===== config.mk =====
export PLATFORM = sky130hd
export DESIGN_NAME = reg_file_sb
export DESIGN_NICKNAME = d
export VERILOG_FILES = /design/src/rtl/reg_file_pkg.sv /design/src/rtl/reg_file_sb_cnt.sv /design/src/rtl/reg_file_sb.sv
export SDC_FILE = /design/constraint.sdc
export NUM_CORES = 1
export LEC_CHECK = 0
export BUFFER_PORTS_ARGS = -buffer_cell sky130_fd_sc_hd__buf_2
export CORE_MARGIN = 4
export CORE_UTILIZATION = 35
export DETAILED_ROUTE_END_ITERATION = 10
export SLEW_MARGIN = 20
export SYNTH_ARGS = -nofsm -noshare
export SYNTH_HDL_FRONTEND = slang
export SYNTH_SLANG_ARGS = --single-unit

===== constraint.sdc =====
create_clock -name CLK -period 3.1 [get_ports CLK]
set_input_delay 0.775 -clock CLK [delete_from_list [all_inputs] [get_ports CLK]]
set_output_delay 0.775 -clock CLK [all_outputs]
set_load 0.05 [all_outputs]

===== src/rtl/reg_file_pkg.sv =====
// +----------------------------------------------------------------------+
// | reg_file_pkg : shared widths and counter type for reg_file_sb        |
// | Rev 1.0                                                              |
// +----------------------------------------------------------------------+
`default_nettype none

package reg_file_pkg;
  localparam int DATA_W_DEF = 8;
  localparam int ADDR_W_DEF = 3;
  localparam int CNT_W      = 2;
  localparam int CNT_MAX    = 3;

  typedef logic [CNT_W-1:0] cnt_t;
endpackage

`default_nettype wire


===== src/rtl/reg_file_sb_cnt.sv =====
// +----------------------------------------------------------------------+
// | reg_file_sb_cnt : saturating pending-write counter for one register  |
// | Options: REG_FILE_BYPASS_EN adds one_o.  Rev 1.0                     |
// +----------------------------------------------------------------------+
`default_nettype none

module reg_file_sb_cnt
  import reg_file_pkg::*;
(
  input  logic CLK,
  input  logic RESET,
  input  logic inc_i,
  input  logic dec_i,
  output logic full_o,
  output logic zero_o,
`ifdef REG_FILE_BYPASS_EN
  output logic one_o,
`endif
  output logic underflow_o
);

  cnt_t cnt_q;
  cnt_t cnt_d;
  logic w_inc_ok;
  logic w_dec_ok;

  assign full_o      = (cnt_q == cnt_t'(CNT_MAX));
  assign zero_o      = (cnt_q == '0);
`ifdef REG_FILE_BYPASS_EN
  assign one_o       = (cnt_q == cnt_t'(1));
`endif
  assign underflow_o = dec_i && zero_o;
  assign w_inc_ok    = inc_i && !full_o;
  assign w_dec_ok    = dec_i && !zero_o;

  // An accepted reserve paired with a write cancels out, even at zero.
  always_comb begin
    cnt_d = cnt_q;
    if (w_inc_ok && !dec_i) begin
      cnt_d = cnt_q + cnt_t'(1);
    end else if (w_dec_ok && !w_inc_ok) begin
      cnt_d = cnt_q - cnt_t'(1);
    end
  end

  always_ff @(posedge CLK) begin
    if (RESET) begin
      cnt_q <= '0;
    end else begin
      cnt_q <= cnt_d;
    end
  end

endmodule

`default_nettype wire


===== src/rtl/reg_file_sb.sv =====
// +----------------------------------------------------------------------+
// | reg_file_sb : 2R/1W register file with per-register write scoreboard |
// | Options: REG_FILE_BYPASS_EN forwards write data to reads. Rev 1.0    |
// +----------------------------------------------------------------------+
`default_nettype none

module reg_file_sb
  import reg_file_pkg::*;
#(
  parameter int DATA_W   = DATA_W_DEF,
  parameter int ADDR_W   = ADDR_W_DEF,
  parameter int ZERO_REG = 0
) (
  input  logic              CLK,
  input  logic              RESET,
  input  logic [DATA_W-1:0] IN,
  input  logic [ADDR_W-1:0] INADDRESS,
  input  logic              WRITE,
  input  logic              RESERVE,
  input  logic [ADDR_W-1:0] RESADDRESS,
  output logic              RES_FULL,
  input  logic [ADDR_W-1:0] OUT1ADDRESS,
  input  logic [ADDR_W-1:0] OUT2ADDRESS,
  output logic [DATA_W-1:0] OUT1,
  output logic [DATA_W-1:0] OUT2,
  output logic              OUT1_VALID,
  output logic              OUT2_VALID,
  output logic              ERR
);

  localparam int DEPTH = 2**ADDR_W;

  logic [DATA_W-1:0] regs_q [DEPTH];
  logic              err_q;
  logic              err_d;

  logic [DEPTH-1:0]  w_full;
  logic [DEPTH-1:0]  w_zero;
  logic [DEPTH-1:0]  w_unf;
`ifdef REG_FILE_BYPASS_EN
  logic [DEPTH-1:0]  w_one;
`endif
  logic              w_in_is_r0;
  logic              w_res_is_r0;
  logic              w_wr_en;
  logic              w_res_en;

  // With ZERO_REG, address 0 is removed from every write and reserve path.
  assign w_in_is_r0  = (ZERO_REG != 0) && (INADDRESS == '0);
  assign w_res_is_r0 = (ZERO_REG != 0) && (RESADDRESS == '0);
  assign w_wr_en     = WRITE && !w_in_is_r0;
  assign RES_FULL    = w_full[RESADDRESS] && !w_res_is_r0;
  assign w_res_en    = RESERVE && !RES_FULL && !w_res_is_r0;

  for (genvar i = 0; i < DEPTH; i++) begin : g_cnt
    reg_file_sb_cnt u_cnt (
      .CLK         (CLK),
      .RESET       (RESET),
      .inc_i       (w_res_en && (RESADDRESS == ADDR_W'(i))),
      .dec_i       (w_wr_en && (INADDRESS == ADDR_W'(i))),
      .full_o      (w_full[i]),
      .zero_o      (w_zero[i]),
`ifdef REG_FILE_BYPASS_EN
      .one_o       (w_one[i]),
`endif
      .underflow_o (w_unf[i])
    );
  end

  assign err_d = err_q || (|w_unf);
  assign ERR   = err_q;

  always_ff @(posedge CLK) begin
    if (RESET) begin
      for (int i = 0; i < DEPTH; i++) begin
        regs_q[i] <= '0;
      end
      err_q <= 1'b0;
    end else begin
      if (w_wr_en) begin
        regs_q[INADDRESS] <= IN;
      end
      err_q <= err_d;
    end
  end

  // Returns {valid, data} for one read port.
  function automatic logic [DATA_W:0] rd_port(input logic [ADDR_W-1:0] a);
    logic [DATA_W:0] r;
    r = {w_zero[a], regs_q[a]};
`ifdef REG_FILE_BYPASS_EN
    if (w_wr_en && (INADDRESS == a)) begin
      r = {w_zero[a] | w_one[a], IN};
    end
`endif
    if ((ZERO_REG != 0) && (a == '0)) begin
      r = {1'b1, {DATA_W{1'b0}}};
    end
    return r;
  endfunction

  always_comb begin
    {OUT1_VALID, OUT1} = rd_port(OUT1ADDRESS);
    {OUT2_VALID, OUT2} = rd_port(OUT2ADDRESS);
  end

endmodule

`default_nettype wire


# Word-level counts from Yosys, hierarchy flattened
# Memory sizes are Yosys's and may differ from the RTL's.
# Index checks and enable logic that the tools add are counted.
[classes]
mux = 30
reduce_logical = 111
addsub = 16
n_eq_ne = 22
magnitude_cmp = 3
[ops]
columns = ["cell", "count"]
rows = [
  ["1-bit logical AND", 57],
  ["1-bit zero test", 33],
  ["2-bit 2-to-1 mux", 16],
  ["3-bit == test (second input constant)", 8],
  ["2-bit by 1-bit adder with 2-bit output (second input constant)", 8],
  ["2-bit == test (second input constant)", 8],
  ["2-bit zero test", 8],
  ["2-bit nonzero test", 8],
  ["8-bit OR reduction", 2],
  ["2-bit by 1-bit subtractor with 2-bit output (second input constant)", 8],
  ["3-bit by 2-bit == test with 1-bit output (second input constant)", 4],
  ["3-bit by 4-bit less-than comparator with 1-bit output (second input constant)", 3],
  ["1-bit binary-select mux with 3-bit select", 3],
  ["1-bit 2-to-1 mux", 9],
  ["8-bit 2-to-1 mux", 1],
  ["3-bit by 1-bit == test with 1-bit output (second input constant)", 2],
  ["3-bit zero test", 2],
  ["3-bit 2-to-1 mux", 1],
  ["1-bit logical OR", 1],
]
[word_totals]
input_bits = 24
out_inout_bits = 20
elab_cells = 192
ramBits = 64
ff_bits = 17
mem_count = 1
[mem_list]
columns = ["name", "words", "word_bits", "rd", "rd_clocked_by_memory_dff", "write_ports", "line", "source"]
rows = [
  ["regs_q", 8, 8, 2, 0, 8, "reg_file_sb.sv:33", "logic [DATA_W-1:0] regs_q [DEPTH];"],
]

# Depth between registers and ports, before layout
[depth]
ltp_word = 11
mapped_depth = 5

# Modules after synthesis
# From an unflattened synthesis, not the netlist that was laid out.
[hier_totals]
cells_unflattened = 383
area_unflattened_um2 = 4872.2
[modules_own_cells]
columns = ["mod", "area_per_inst_um2", "instances", "cells_each"]
rows = [
  ["reg_file_sb", 3881.2, 1, 263],
  ["reg_file_sb_cnt", 123.9, 8, 15],
]

# Worst setup path after synthesis
# OpenSTA, ideal clock, no wires.
[synth_timing]
path_kind = "in2out"
startpoint = "input port RESADDRESS[0]"
endpoint = "output port RES_FULL"
arrival_time_ns = 2.544
cell_stages = 3
path_slack_ns = -0.219
required_ns = 2.325
cell_sequence = "buf_2 mux4_2 o21ai_0"
[synth_between]
elab_chain_len = 2
[synth_rtl]
columns = ["element", "line", "source"]
rows = [
  ["start, declared", "reg_file_sb.sv:20", "input logic [ADDR_W-1:0] RESADDRESS,"],
  ["1-bit binary-select mux with 3-bit select", "reg_file_sb.sv:52", "assign RES_FULL = w_full[RESADDRESS] && !w_res_is_r0;"],
  ["1-bit 2-to-1 mux (implied by the code)", "reg_file_sb.sv:52", ""],
  ["end, declared", "reg_file_sb.sv:21", "output logic RES_FULL,"],
]
# No other way between the ends. The select of a mux whose other input is x is not followed.

# Worst setup path in the final report
[layout_timing]
startpoint = "input port OUT1ADDRESS[0]"
endpoint = "output port OUT1[6]"
[layout_between]
elab_chain_len = 1
[layout_rtl]
columns = ["element", "line", "source"]
rows = [
  ["start, declared", "reg_file_sb.sv:22", "input logic [ADDR_W-1:0] OUT1ADDRESS,"],
  ["memory read 8 x 8 bit", "n/a", ""],
  ["end, declared", "reg_file_sb.sv:24", "output logic [DATA_W-1:0] OUT1,"],
]
# No other way between the ends.

==> flow_summary_export.csv <==
group,metric,value,unit
final_layout,final_cells,596,
clock_network,cts_resized,0,
critical_path,crit_top_cell,"buf_2",
yosys,synth_seq_cells,81,
clock_network,cts_root_buf,"clkbuf_16",
clock_network,postCtsSetupBuffers,0,
worst_hold_path,min_from,"g_cnt[4].u_cnt.cnt_q[0]$_SDFFE_PP0P_",
yosys,ys_async_sr_fraction,0,%
run,cap_violations,0,
critical_path,crit_chain,"buf_2 -> buf_12 -> mux4_2 -> mux2_2 -> buf_2",
floorplan,die_area,0.01564,mm²
final_layout,layout_common_cells,"65 x and2_1, 64 x edfxtp_1, 43 x buf_2, 37 x mux4_2, 24 x nor2_1",
yosys,avgSynthCellArea,12.76,µm²
yosys,yosys.area.top_type,"edfxtp_1",
floorplan,rows,42,
sta,drv_slew,0,
placed_design,place_ws,0.1973,ns
sta,tns,0,ns
final_layout,areaGrowthSynthToFinish,14.66,%
yosys,syn_area,0.004797,mm²
pwr,vdd_drop_max,0.2225,mV
critical_path,r2r_setup_slack,1.68,ns
floorplan,die_height,125.1,µm
route,dr.pass1.iters,4,
route,wirelength,12090,µm
clock_network,cts_buffers,9,
route,drc,0,
critical_path,startpoint,"OUT1ADDRESS[0]",
sta,worstMarginPinSlew,0.5488,ns
route,drt.antenna.violating_nets,0,
global_route,antenna_found_initial,0,
status,outcome,"finished, final reports clean",
global_route,track_usage,15.70,%
critical_path,crit_end,"OUT1[6]",
critical_path,r2r_start,"g_cnt[3].u_cnt.cnt_q[0]$_SDFFE_PP0P_",
global_route,grt_pass1_wl,19060,µm
worst_hold_path,hp-class,"reg -> reg",
sta,fin_ws,0.1972,ns
sta,post-route-min-period,2.903,ns
critical_path,r2r_cells,4,
floorplan,start_util,35.94,%
sta,setup_viol,0,
floorplan,core,0.01335,mm²
placed_design,dp.cells,580,
floorplan,die_width,125.1,µm
sta,rsz0062_at_grt,"false",
yosys,synth_cells,376,
floorplan,ioPinCount,44,
clock_network,cts_sinks,81,
yosys,synth_ff_type,"edfxtp_1",
sta,fmax,344.5,MHz
critical_path,crit_path_top_delay_cell,"mux4_2",
pwr,p_leak,1.908,nW
critical_path,r2r_end,"g_cnt[3].u_cnt.cnt_q[0]$_SDFFE_PP0P_",
route,vias,3278,
yosys,synth_nets,400,
final_layout,drive_gt1_share,32.86,%
yosys,synth_edf_count,64,
placed_design,portBuffers,43,
sta,max_slew_margin,63.28,%
final_layout,final_common_cell,"and2_1",
critical_path,path_class,"in -> out",
yosys,ys_types,46,
clock_network,clk_path_buf_depth,2,
yosys,ys_warn_count,0,
clock_network,hold_buffers,0,
clock_network,clk_pin_slew,0.06,ns
yosys,synth.area.top_cells,"edfxtp_1 40%, mux4_2 17%, and2_1 8.5%, dfxtp_1 7.1%, mux2_2 4.2%",
critical_path,arrival,2.13,ns
clock_network,htreeDepth,3,
route,wl_per_cell,20.28,µm
clock_network,clock_latency,0.34,ns
route,dr.first_iter.drc_count,190,
critical_path,critPathCaptureType,"output port",
clock_network,cts_tree,"done",
yosys,synth_top_area_share,40.06,%
placed_design,place_hpwl,9132,µm
global_route,grt-ovfl-total,0,
critical_path,crit_fanout,17,
pwr,power_density,496.9,mW/mm²
critical_path,slowest_delay,0.54,ns
placed_design,gp_congestion,0.8177,
critical_path,start_kind,"primary input",
global_route,grt_pass1_vias,3431,
yosys,ys_seq_area_share,47.16,%
route,viasPerCell,5.500,
sta,fin_crit_sh,93.64,%
critical_path,critPathRequiredTime,2.32,ns
sta,finClkSkew,0.005921,ns
sta,finalHoldViolCount,0,
global_route,grt_max_degree,28,
final_layout,finalNetCount,439,
final_layout,n_antenna_cell,0,
[critical path, delay by kind of cell]
kind | cells | cell delay [ns]
buffers and inverters | 3 | 0.50
muxes | 2 | 0.84
[cells in the mapped netlist (3+ instances only)]
| cell type | n |
|---|---|
| mux2i_1 | 6 |
| dfxtp_1 | 17 |
| nand4b_1 | 4 |
| a221oi_1 | 7 |
| nand2_1 | 15 |
| mux4_2 | 37 |
| a21bo_2 | 3 |
| nor3_1 | 3 |
| nand3_1 | 11 |
| nor2_1 | 24 |
| or3b_1 | 3 |
| edfxtp_1 | 64 |
| nand2b_1 | 12 |
| a31oi_1 | 4 |
| buf_2 | 11 |
| a31o_2 | 6 |
| and2_1 | 65 |
| a21oi_1 | 14 |
| mux2_2 | 18 |
| o21ai_0 | 8 |
| clkbuf_1 | 9 |
[per-stage QoR]
| stage | area, µm² | total power, W | util [%] | hold WS [ns] |
|---|---|---|---|---|
| finish | 5500 | 0.002733 | 41.21 | 0.5015 |
| global placement | 5228 | 0.001772 | 39.16 | 0.4845 |
| floorplan | 4797 | 0.001632 | - | 0.4694 |
| global route | 5500 | 0.002837 | 41.21 | 0.5292 |
| CTS | 5500 | 0.002755 | 41.21 | 0.5057 |
| detailed placement | 5228 | 0.001780 | 39.16 | 0.4983 |
[how the worst min path moves through the flow]
stage | slack [ns] | cells after the start | to
2_1_floorplan | 0.47 | 2 | g_cnt[1].u_cnt.cnt_q[1]$_SDFFE_PP0P_
3_3_place_gp | 0.48 | 2 | g_cnt[1].u_cnt.cnt_q[1]$_SDFFE_PP0P_
3_5_place_dp | 0.50 | 2 | g_cnt[1].u_cnt.cnt_q[1]$_SDFFE_PP0P_
4_1_cts | 0.51 | 2 | g_cnt[2].u_cnt.cnt_q[1]$_SDFFE_PP0P_
5_1_grt | 0.53 | 2 | g_cnt[2].u_cnt.cnt_q[1]$_SDFFE_PP0P_
6_report | 0.50 | 2 | g_cnt[4].u_cnt.cnt_q[1]$_SDFFE_PP0P_
[kinds of logic (layout without fill, tap and decap cells)]
| kind of cell | after synthesis | count (layout) | synth area share [%] |
|---|---|---|---|
| AO/OA/AOI/OAI | 53 | 53 | 8.216 |
| flip-flops | 81 | 81 | 47.16 |
| multiplexers | 61 | 61 | 22.85 |
| AND/OR/NAND/NOR | 156 | 156 | 19.22 |
| buffers and inverters | 25 | 69 | 2.556 |
[state kept, by name, summed over array words and instances, names as in the netlist]
| signal | flops |
|---|---|
| ERR | 1 |
| g_cnt.u_cnt.cnt_q | 16 |
| regs_q | 64 |
[area by class of cell]
cell class	instances	area, µm²
repair buffers	51	325.3
inverters	2	7.507
clock buffers	10	229.0
flip-flops and latches	81	2262
multi-input cells	270	2412
well taps	176	220.2
fillers	1264	7848
clock inverters	6	43.79
[where the power goes]
group | internal [W] | switching, W
registers | 0.00124 | 0.0000422
logic | 0.000183 | 0.000293
clock network | 0.000544 | 0.000434
[metal layers]
layer	track usage (%)	wire, µm	vias to the layer above
met5	0	0	-
met4	3.508	186	0
met3	4.179	499	13
met2	26.95	6075	85
met1	20.01	5328	1648
li1	-	-	1532
Note: power is estimated with default switching activity, not from simulation.
